===== src/rtl/des_sbox_engine.sv =====
// DES S-layer (S1..S8) evaluated LANES boxes per clock; 48-bit key-mixed word in, 32-bit word out.
// Valid/ready on both sides; one word in flight, result held in DONE until the consumer takes it.
module des_sbox_engine #(
  parameter int LANES = 8
) (
  input  logic        i_clk,
  input  logic        i_rst,
  input  logic        i_valid,
  output logic        o_ready,
  input  logic [47:0] i_data,
  output logic        o_valid,
  input  logic        i_ready,
  output logic [31:0] o_data,
  output logic        o_busy
);

  localparam int PASSES = 8 / LANES;
  localparam int CNT_W  = (PASSES > 1) ? $clog2(PASSES) : 1;

  if (!(LANES == 1 || LANES == 2 || LANES == 4 || LANES == 8)) begin : g_bad_lanes
    $error("des_sbox_engine: LANES must be 1, 2, 4 or 8");
  end

  // S1..S8, 64 nibbles each, row-major (entry = row*16 + col), S1 entry 0 at the MSB end.
  localparam logic [2047:0] SBOX_ROM = {
    64'hE4D12FB83A6C5907, 64'h0F74E2D1A6CB9538, 64'h41E8D62BFC973A50, 64'hFC8249175B3EA06D,
    64'hF18E6B34972DC05A, 64'h3D47F28EC01A69B5, 64'h0E7BA4D158C6932F, 64'hD8A13F42B67C05E9,
    64'hA09E63F51DC7B428, 64'hD709346A285ECBF1, 64'hD6498F30B12C5AE7, 64'h1AD069874FE3B52C,
    64'h7DE3069A1285BC4F, 64'hD8B56F03472C1AE9, 64'hA690CB7DF13E5284, 64'h3F06A1D8945BC72E,
    64'h2C417AB6853FD0E9, 64'hEB2C47D150FA3986, 64'h421BAD78F9C5630E, 64'hB8C71E2D6F09A453,
    64'hC1AF92680D34E75B, 64'hAF427C9561DE0B38, 64'h9EF528C3704A1DB6, 64'h432C95FABE17608D,
    64'h4B2EF08D3C975A61, 64'hD0B7491AE35C2F86, 64'h14BDC37EAF680592, 64'h6BD814A7950FE23C,
    64'hD2846FB1A93E50C7, 64'h1FD8A374C56B0E92, 64'h7B419CE206ADF358, 64'h21E74A8DFC90356B
  };

  // Bit offset of an entry is 2047 - (256*box + 4*entry), i.e. the complement of {box, entry, 2'b00}.
  function automatic logic [3:0] sbox_lookup(input logic [2:0] box, input logic [5:0] b);
    logic [10:0] idx;
    idx = ~{box, b[5], b[0], b[4:1], 2'b00};
    return SBOX_ROM[idx -: 4];
  endfunction

  typedef enum logic [1:0] {IDLE, BUSY, DONE} state_t;

  state_t           state, state_nxt;
  logic [CNT_W-1:0] cnt;
  logic [47:0]      din;
  logic [31:0]      dout, dout_nxt;
  logic [5:0]       chunk [8];
  logic             last_pass;
  logic             accept;

  assign last_pass = (cnt == CNT_W'(PASSES - 1));
  assign accept    = i_valid & o_ready;
  assign o_data    = dout;

  always_ff @(posedge i_clk or posedge i_rst) begin
    if (i_rst) state <= IDLE;
    else       state <= state_nxt;
  end

  always_comb begin
    state_nxt = state;
    case (state)
      IDLE:    if (i_valid) state_nxt = BUSY;
      BUSY:    if (last_pass) state_nxt = DONE;
      DONE:    if (i_ready) state_nxt = i_valid ? BUSY : IDLE;
      default: state_nxt = IDLE;
    endcase
  end

  always_comb begin
    o_ready = (state == IDLE) | ((state == DONE) & i_ready);
    o_valid = (state == DONE);
    o_busy  = (state == BUSY);
  end

  // Lane datapath: each lane picks its box from the pass counter; other nibbles of dout hold.
  always_comb begin
    for (int k = 0; k < 8; k++) chunk[k] = din[47-6*k -: 6];
  end

  always_comb begin
    logic [2:0] box;
    logic [3:0] nib;
    dout_nxt = dout;
    box      = '0;
    nib      = '0;
    for (int l = 0; l < LANES; l++) begin
      box = 3'(int'(cnt) * LANES + l);
      nib = sbox_lookup(box, chunk[box]);
      for (int k = 0; k < 8; k++) begin
        if (box == 3'(k)) dout_nxt[31-4*k -: 4] = nib;
      end
    end
  end

  always_ff @(posedge i_clk or posedge i_rst) begin
    if (i_rst) begin
      cnt  <= '0;
      din  <= '0;
      dout <= '0;
    end else if (accept) begin
      din <= i_data;
      cnt <= '0;
    end else if (state == BUSY) begin
      dout <= dout_nxt;
      cnt  <= last_pass ? '0 : cnt + CNT_W'(1);
    end
  end

endmodule


===== config.mk =====
export PLATFORM = sky130hd
export DESIGN_NAME = des_sbox_engine
export DESIGN_NICKNAME = d
export VERILOG_FILES = /design/src/rtl/des_sbox_engine.sv
export SDC_FILE = /design/constraint.sdc
export NUM_CORES = 1
export LEC_CHECK = 0
export CAP_MARGIN = 20
export CORE_UTILIZATION = 45
export CTS_BUF_LIST = sky130_fd_sc_hd__clkbuf_16
export DETAILED_ROUTE_END_ITERATION = 16
export GPL_ROUTABILITY_DRIVEN = 0
export PLACE_DENSITY = 0.62
export SLEW_MARGIN = 20
export SYNTH_ARGS = -nofsm -noshare
export SYNTH_HDL_FRONTEND = slang
export SYNTH_SLANG_ARGS = --single-unit

===== constraint.sdc =====
create_clock -name i_clk -period 4.1 [get_ports i_clk]
set_input_delay 1.23 -clock i_clk [delete_from_list [all_inputs] [get_ports i_clk]]
set_output_delay 1.23 -clock i_clk [all_outputs]
set_load 0.005 [all_outputs]

* Word-level counts from Yosys, hierarchy flattened *
Index checks and enable logic that the tools add are counted.

storage, ports and cells
  flip-flop bits (word level) = 83
  output and inout port bits = 35
  word-level logic and storage cells = 217

operators by class
  add/subtract/negate cells = 8
  $lt $le $gt $ge = 7
  equal/unequal tests = 54
  shift operators = 8
  mux-type cells = 85
  bitwise operators = 19
  reductions and logical operators = 25

operator list
  kind                                                                              count
  2051-bit by 12-bit variable part select with 4-bit output (first input constant)  8
  4-bit two-way mux                                                                 56
  6-bit binary-select mux with 3-bit select                                         7
  6-bit two-way mux                                                                 14
  3-bit == test (second input constant)                                             24
  11-bit NOT                                                                        6
  7-bit nonzero test                                                                7
  3-bit by 2-bit == test with 1-bit output (second input constant)                  12
  4-bit greater-or-equal comparator (second input constant)                         7
  3-bit NOT with 4-bit output                                                       6
  3-bit AND reduction                                                               8
  3-bit logical NOT                                                                 7
  3-bit by 1-bit == test with 1-bit output (second input constant)                  6
  2-bit by 3-bit == test with 1-bit output (second input constant)                  4
  10-bit NOT with 11-bit output                                                     1
  8-bit NOT with 11-bit output                                                      1
  1-bit by 2-bit adder with 3-bit output (both inputs constant)                     3
  1-bit by 3-bit adder with 3-bit output (both inputs constant)                     2
  2-bit == test (second input constant)                                             3
  2-bit two-way mux                                                                 3
  2-bit case mux with 3 select lines                                                1
  1-bit by 1-bit adder with 2-bit output (both inputs constant)                     2
  2-bit by 1-bit == test with 1-bit output (second input constant)                  2
  1-bit two-way mux                                                                 4
  other kinds (10)                                                                  12

* Depth between registers and ports, before layout *
Gate-level depths: netlist of run 1.

  depth in word-level cells = 13
  mapped depth = 9

* Worst setup path before layout of run 1 *
No wires, ideal clock.

  path type = input port to output port
  start point = in i_ready
  end point = out o_ready
  arrival = 1.490 ns
  data required time = 2.870 ns
  setup slack = 1.380 ns
  cell stages on the path = 2
  cell sequence = nand2b_1 nor2b_1

between the ends
  longest elaborated chain between the ends = 2

RTL lines
  what              line  RTL
  from (decl)       12    input logic i_ready,
  1-bit AND         73    o_ready = (state == IDLE) | ((state == DONE) & i_ready);
  1-bit bitwise OR  73
  to (decl)         9     output logic o_ready,

Every way passes these cells.

* Worst setup path in the final report of run 1 *
Same ends and word-level chain as after synthesis.

==> metrics.md, run 1 <==
| Metric | Value |
|---|---|
| Syn avg cell area | `between 8 and 9 um^2` |
| Synth Cell Area | `7600 um^2` |
| Synth cell count leaders | `99 x nand2_1, 94 x o21ai_0, 82 x dfrtp_1, 62 x ha_1, 48 x nor2_1` |
| Slew @ Worst Pin | `a little under 1 ns` |
| Ys Warns | `0` |
| Initial DRC Count | `roughly 560` |
| Total power | `~0.0051 W` |
| Fillers | `1588` |
| Initial core utilization | `a little under half` |
| Core Footprint | `between 15000 and 20000 um^2` |
| RSZ-0062 raised after global routing | `false` |
| Most frequent cell after synthesis | `nand2_1` |
| Fin crit period | `3.68 ns` |
| Synth async-reset ratio | `100%` |
| Remaining antenna violation count | `0` |
| Leakage power total | `3.55 nW` |
| Worst-case clock buffer depth | `2` |
| Min-Delay Startpoint | `o_data[0]` |
| Pwr per Cell Area | `slightly below 600 nW/um^2` |
| Max Cap Viol | `0` |
| Wire per inst | `around 16 um` |
| Hold WC Path Type | `reg2reg` |
| Num rows | `between 40 and 50` |
| All-layer global routing usage | `between 20% and 30%` |
| Critical R2R Launch | `chunk[14]` |
| Element type at the critical path end | `primary output` |
| Syn Inst Count | `890` |
| DR pass1 iterations | `5` |
| Setup TNS | `0 ns` |
| Vias in the first global route | `just under 6000` |
| Worst slack, placed | `0.423 ns` |
| IO buf count | `86` |
| Initial antenna violation count | `0` |
| Slew HR | `34.4%` |
| Syn nets | `1004` |
| Startpoint types | `input port` |
| Cell accounting for the most synthesized area | `dfrtp_1` |
| First-pass GRT wire length | `a little over 30 mm` |
| Setup crit start | `i_ready` |
| Clk slew on worst S/H paths | `~0.060 ns` |
| FMAX | `about 270 MHz` |
| Residual DRC count | `0` |
| Worst EP required | `between 2 and 3 ns` |
| Sequential fraction of the synthesis area | `between 20% and 30%` |
| Peak supply drop | `between 300 and 400 uV` |
| CTS sink cnt | `around 80` |
| Die W | `approximately 130 um` |
| CTS tree | `done` |
| Predominant post-synthesis flop cell | `dfrtp_1` |
| Layout Skew | `~0.004 ns` |
| H-tree levels | `3` |
| Share of layout cells above drive strength 1 | `approximately 8.9%` |
| Die Y | `between 100 and 150 um` |
| Worst hold slack | `approximately 0.47 ns` |
| Distinct cells, synth | `71` |
| WP data arrival | `~2.5 ns` |
| Post-DP HPWL | `roughly 12 mm` |
| Final setup viols | `0` |
| Overflow after GRT | `0` |
| Area share of the leading cell type in the synthesized netlist | `between 20% and 30%` |
| Area contributors post-synth | `dfrtp_1 27%, ha_1 10%, o21ai_0 6.2%` |
| Die area | `roughly 17000 um^2` |
| Worst skew pair latency | `0.34 ns` |
| Crit Path Class | `in2out` |
| EDFF count, synth | `0` |
| Vias | `6390` |
| Post-layout util | `between 50 and 60%` |
| Period utilisation layout | `89.7%` |
| ANT cells | `0` |
| Gates resized, CTS repair | `0` |
| Final net count | `around 1000` |
| Number of synthesized register bits | `between 80 and 90` |
| CP max FO | `2` |
| Via density per instance | `around 5.6` |
| Status | `finished clean` |
| Total setup buffers inserted after CTS | `0` |
| Hold_buf cts | `0` |
| Final Hold Viols | `0` |
| Synthesis-to-finish area growth | `14.6%` |
| Routed WL | `about 18 mm` |
| Total CTS buffers | `9` |
| Largest net degree at the start of global routing | `45` |
| IO Pins | `87` |
| Slew Limit Fails | `0` |
| Final worst slack | `around 0.42 ns` |
| CTS root buf | `clkbuf_16` |
[power breakdown]
part           total (W)  switching, W  internal (W)
clock           0.000850      0.000329      0.000521
sequential       0.00171      0.000634       0.00107
combinational    0.00252       0.00112       0.00140
total            0.00508       0.00209       0.00299
[registers in the layout, summed over array words and instances (netlist names)]
register	flops
state	2
o_data	32
chunk	48
[kinds of logic (layout without fill, tap and decap cells)]
logic type	count (synthesis)	after routing	share of synthesized area (%)
AO/OA/AOI/OAI	273	273	23.8
AND/OR/NAND/NOR	251	251	15.7
buffers and inverters	125	148	7.23
flip-flops	82	82	27.0
multiplexers	70	70	12.9
adder cells (fa/ha/maj)	62	62	10.2
XOR/XNOR	27	27	3.11
[cell usage in the layout, fill, tap and decap left out, types with 4 or more instances in the layout]
cell type,n
a211oi_1,12
a21o_1,5
a21oi_1,40
a221oi_1,4
a22oi_1,4
a311oi_1,8
a31oi_1,11
and2_1,8
buf_4,5
clkbuf_16,9
clkdlybuf4s50_1,86
dfrtp_1,82
ha_1,62
inv_1,40
mux2_2,26
mux2i_1,24
mux4_2,20
nand2_1,99
nand2b_1,21
nand3_1,10
nor2_1,48
nor2b_1,27
nor3_1,15
nor3b_1,5
o2111a_1,4
o2111ai_1,9
o211ai_1,15
o21ai_0,94
o221ai_1,6
o22a_1,4
o22ai_1,5
o311ai_0,9
o31ai_1,4
or2_2,4
xnor2_1,10
xor2_1,17
[routing by layer]
metal	GRT usage (%)	part of all wire [%]	vias to the layer above	wire length, um
met5	0	0	-	0
met4	5.81	0.95	0	168
met3	3.23	3.3	15	581
met2	33.1	46	124	8170
met1	30.0	50	3005	8820
li1	-	-	3246	-
[critical path, cell delays in order]
cell             delay [ns]
clkdlybuf4s50_1        0.44
nand2b_1               0.10
nor2b_1                0.15
clkdlybuf4s50_1        0.52
[per-stage QoR]
step / std cells / area, um^2
after floorplan: 890 / 7600
after global placement: 1119 / 8410
after detailed placement: 1119 / 8410
after CTS: 1133 / 8710
after global routing: 1133 / 8710
final: 1133 / 8710
[path summary, 6_finish.rpt]
| kind | endpoint | slack [ns] | cells after the start |
|---|---|---|---|
| setup / recovery | o_ready | 0.42 | 4 |
| hold / removal | o_data[0] | 0.47 | 2 |
| hold reg to reg | o_data[0] | 0.47 | 2 |
| max in group asynchronous | chunk[39] | 2.18 | 3 |
| min in group asynchronous | o_data[11] | 1.27 | 2 |
| setup reg to reg | o_data[11] | 1.52 | 6 |
[final cells by class]
type                            count  area, um^2  share of cell area [%]
Clock buffer                        9         225                    2.59
Clock inverter                      5        72.6                   0.834
Inverter                           42         161                    1.85
Multi-Input combinational cell    683        5000                    57.4
Sequential cell                    82        2050                    23.6
Tap cell                          220         275                    3.16
Timing Repair Buffer               92         918                    10.5
No activity file was read; power rests on OpenSTA's default activity.
==> run 2: changes to the inputs <==
--- a/config.mk
+++ b/config.mk
@@ -15,3 +15,4 @@
 export SYNTH_ARGS = -nofsm -noshare
 export SYNTH_HDL_FRONTEND = slang
 export SYNTH_SLANG_ARGS = --single-unit
+export TNS_END_PERCENT = 1
==> results of run 2 <==
No change in the layout: final DEF, timing and power equal those of run 1.
==> run 3: changes to the inputs <==
--- a/config.mk
+++ b/config.mk
@@ -5,12 +5,11 @@
 export SDC_FILE = /design/constraint.sdc
 export NUM_CORES = 1
 export LEC_CHECK = 0
-export CAP_MARGIN = 20
-export CORE_UTILIZATION = 45
+export CORE_UTILIZATION = 53
 export CTS_BUF_LIST = sky130_fd_sc_hd__clkbuf_16
 export DETAILED_ROUTE_END_ITERATION = 16
 export GPL_ROUTABILITY_DRIVEN = 0
-export PLACE_DENSITY = 0.62
+export PLACE_DENSITY = 0.72
 export SLEW_MARGIN = 20
 export SYNTH_ARGS = -nofsm -noshare
 export SYNTH_HDL_FRONTEND = slang
==> metrics.md, run 3 (synthesis gave the netlist of run 1 again) <==
| Metric | Value |
|---|---|
| Initial DRC Count | `about 630` |
| Setup TNS | `0 ns` |
| Num rows | `43` |
| Remaining antenna violation count | `0` |
| FMAX | `around 270 MHz` |
| Worst skew pair latency | `around 0.35 ns` |
| Slew @ Worst Pin | `1.01 ns` |
| Final net count | `between 1000 and 1500` |
| Hold Path Cell Cnt | `2` |
| Largest register FFs | `48` |
| Via density per instance | `just over 6` |
| All-layer global routing usage | `25.3%` |
| Most frequent cells in the layout | `99 x nand2_1, 94 x o21ai_0, 86 x clkdlybuf4s50_1` |
| Most common cell after layout, fill and taps aside | `nand2_1` |
| Die area | `14800 um^2` |
| H-tree levels | `3` |
| ANT cells | `0` |
| Fin cells | `~1100` |
| Worst EP required | `roughly 2.9 ns` |
| Vias | `6627` |
| WP data arrival | `between 2 and 2.5 ns` |
| Die W | `approximately 120 um` |
| Core Footprint | `13900 um^2` |
| CP max FO | `2` |
| Layout Skew | `about 0.0043 ns` |
| Gates resized, CTS repair | `0` |
| Peak supply drop | `just over 300 uV` |
| Setup crit start | `i_ready` |
| Routed WL | `17.8 mm` |
| CTS root buf | `clkbuf_16` |
| Critical R2R Capture | `o_data[28]` |
| First-pass GRT wire length | `between 30 and 40 mm` |
| Crit Path Class | `in2out` |
| Element type at the critical path end | `primary output` |
| Worst-case clock buffer depth | `2` |
| Flop2flop setup slack | `roughly 1.5 ns` |
| RSZ-0062 raised after global routing | `false` |
| Wire per inst | `around 16 um` |
| Critical path destination | `o_ready` |
| Vias in the first global route | `roughly 6200` |
| Period utilisation layout | `~91%` |
| IO Pins | `between 80 and 90` |
| Pwr per Cell Area | `just under 600 nW/um^2` |
| Largest net degree at the start of global routing | `51` |
| Hold WC Path Type | `reg2reg` |
| Startpoint types | `input port` |
| Min-Delay Startpoint | `o_data[14]` |
| CTS tree | `done` |
| Final setup viols | `0` |
| Final Hold Viols | `0` |
| IO buf count | `86` |
| Die Y | `122 um` |
| Cells on worst reg2reg path | `7` |
| Clk slew on worst S/H paths | `about 0.060 ns` |
| Synthesis-to-finish area growth | `13.2%` |
| Overflow after GRT | `0` |
| Fin crit period | `~3.7 ns` |
| Post-DP HPWL | `between 10 and 15 mm` |
| Slew Limit Fails | `0` |
| Critical R2R Launch | `chunk[43]` |
| Total CTS buffers | `9` |
| DR pass1 iterations | `5` |
| Slew HR | `around 33%` |
| Hold_buf cts | `0` |
| Initial antenna violation count | `0` |
| Status | `finished clean` |
| Total setup buffers inserted after CTS | `0` |
| Worst hold slack | `~0.48 ns` |
| Leakage power total | `roughly 3.5 nW` |
| Initial core utilization | `between 50 and 60%` |
| Final worst slack | `around 0.38 ns` |
| Share of layout cells above drive strength 1 | `about 8.6%` |
| Max Cap Viol | `0` |
| Residual DRC count | `0` |
| Worst slack, placed | `a little under 0.4 ns` |
| Fillers | `1178` |
| CTS sink cnt | `82` |
| DP Cell Count | `around 1100` |
[run 3: worst min path at each step]
stage / to / slack, ns
global route: o_data[20] / 0.51
global placement: o_data[26] / 0.46
finish: o_data[14] / 0.48
CTS: o_data[20] / 0.48
floorplan: o_data[13] / 0.47
detailed placement: o_data[20] / 0.47
[run 3: critical path, stage by stage]
cell             delay [ns]
clkdlybuf4s50_1        0.45
nand2b_1               0.10
nor2b_1                0.18
clkdlybuf4s50_1        0.53
[run 3: stage by stage]
stage               instance area [um^2]  utilization, %  total power [W]
floorplan                           7600               -          0.00349
global placement                    8360            60.0          0.00414
detailed placement                  8360            60.0          0.00426
CTS                                 8600            61.7          0.00500
global route                        8600            61.7          0.00541
finish                              8600            61.7          0.00499
[run 3: metal layers]
metal	wire (um)	global-route usage (%)	part of all wire, %
met4	381	9.65	2.1
met5	0	0	0
met2	8590	41.6	48
met1	7960	33.1	45
met3	875	4.59	4.9
[run 3: final cells by class]
type	count	area, um^2	share of cell area (%)
Multi-Input combinational cell	683	5000	58.1
Sequential cell	82	2050	23.8
Timing Repair Buffer	91	923	10.7
Clock buffer	9	225	2.62
Tap cell	180	225	2.62
Inverter	42	161	1.88
Clock inverter	4	16.3	0.189
[run 3: where the power goes]
part | switching (W) | internal [W] | leakage (nW) | total (W)
clock network | 0.000326 | 0.000392 | 0.131 | 0.000718
logic | 0.00116 | 0.00140 | 2.41 | 0.00257
registers | 0.000628 | 0.00107 | 0.989 | 0.00170
total | 0.00212 | 0.00287 | 3.53 | 0.00499
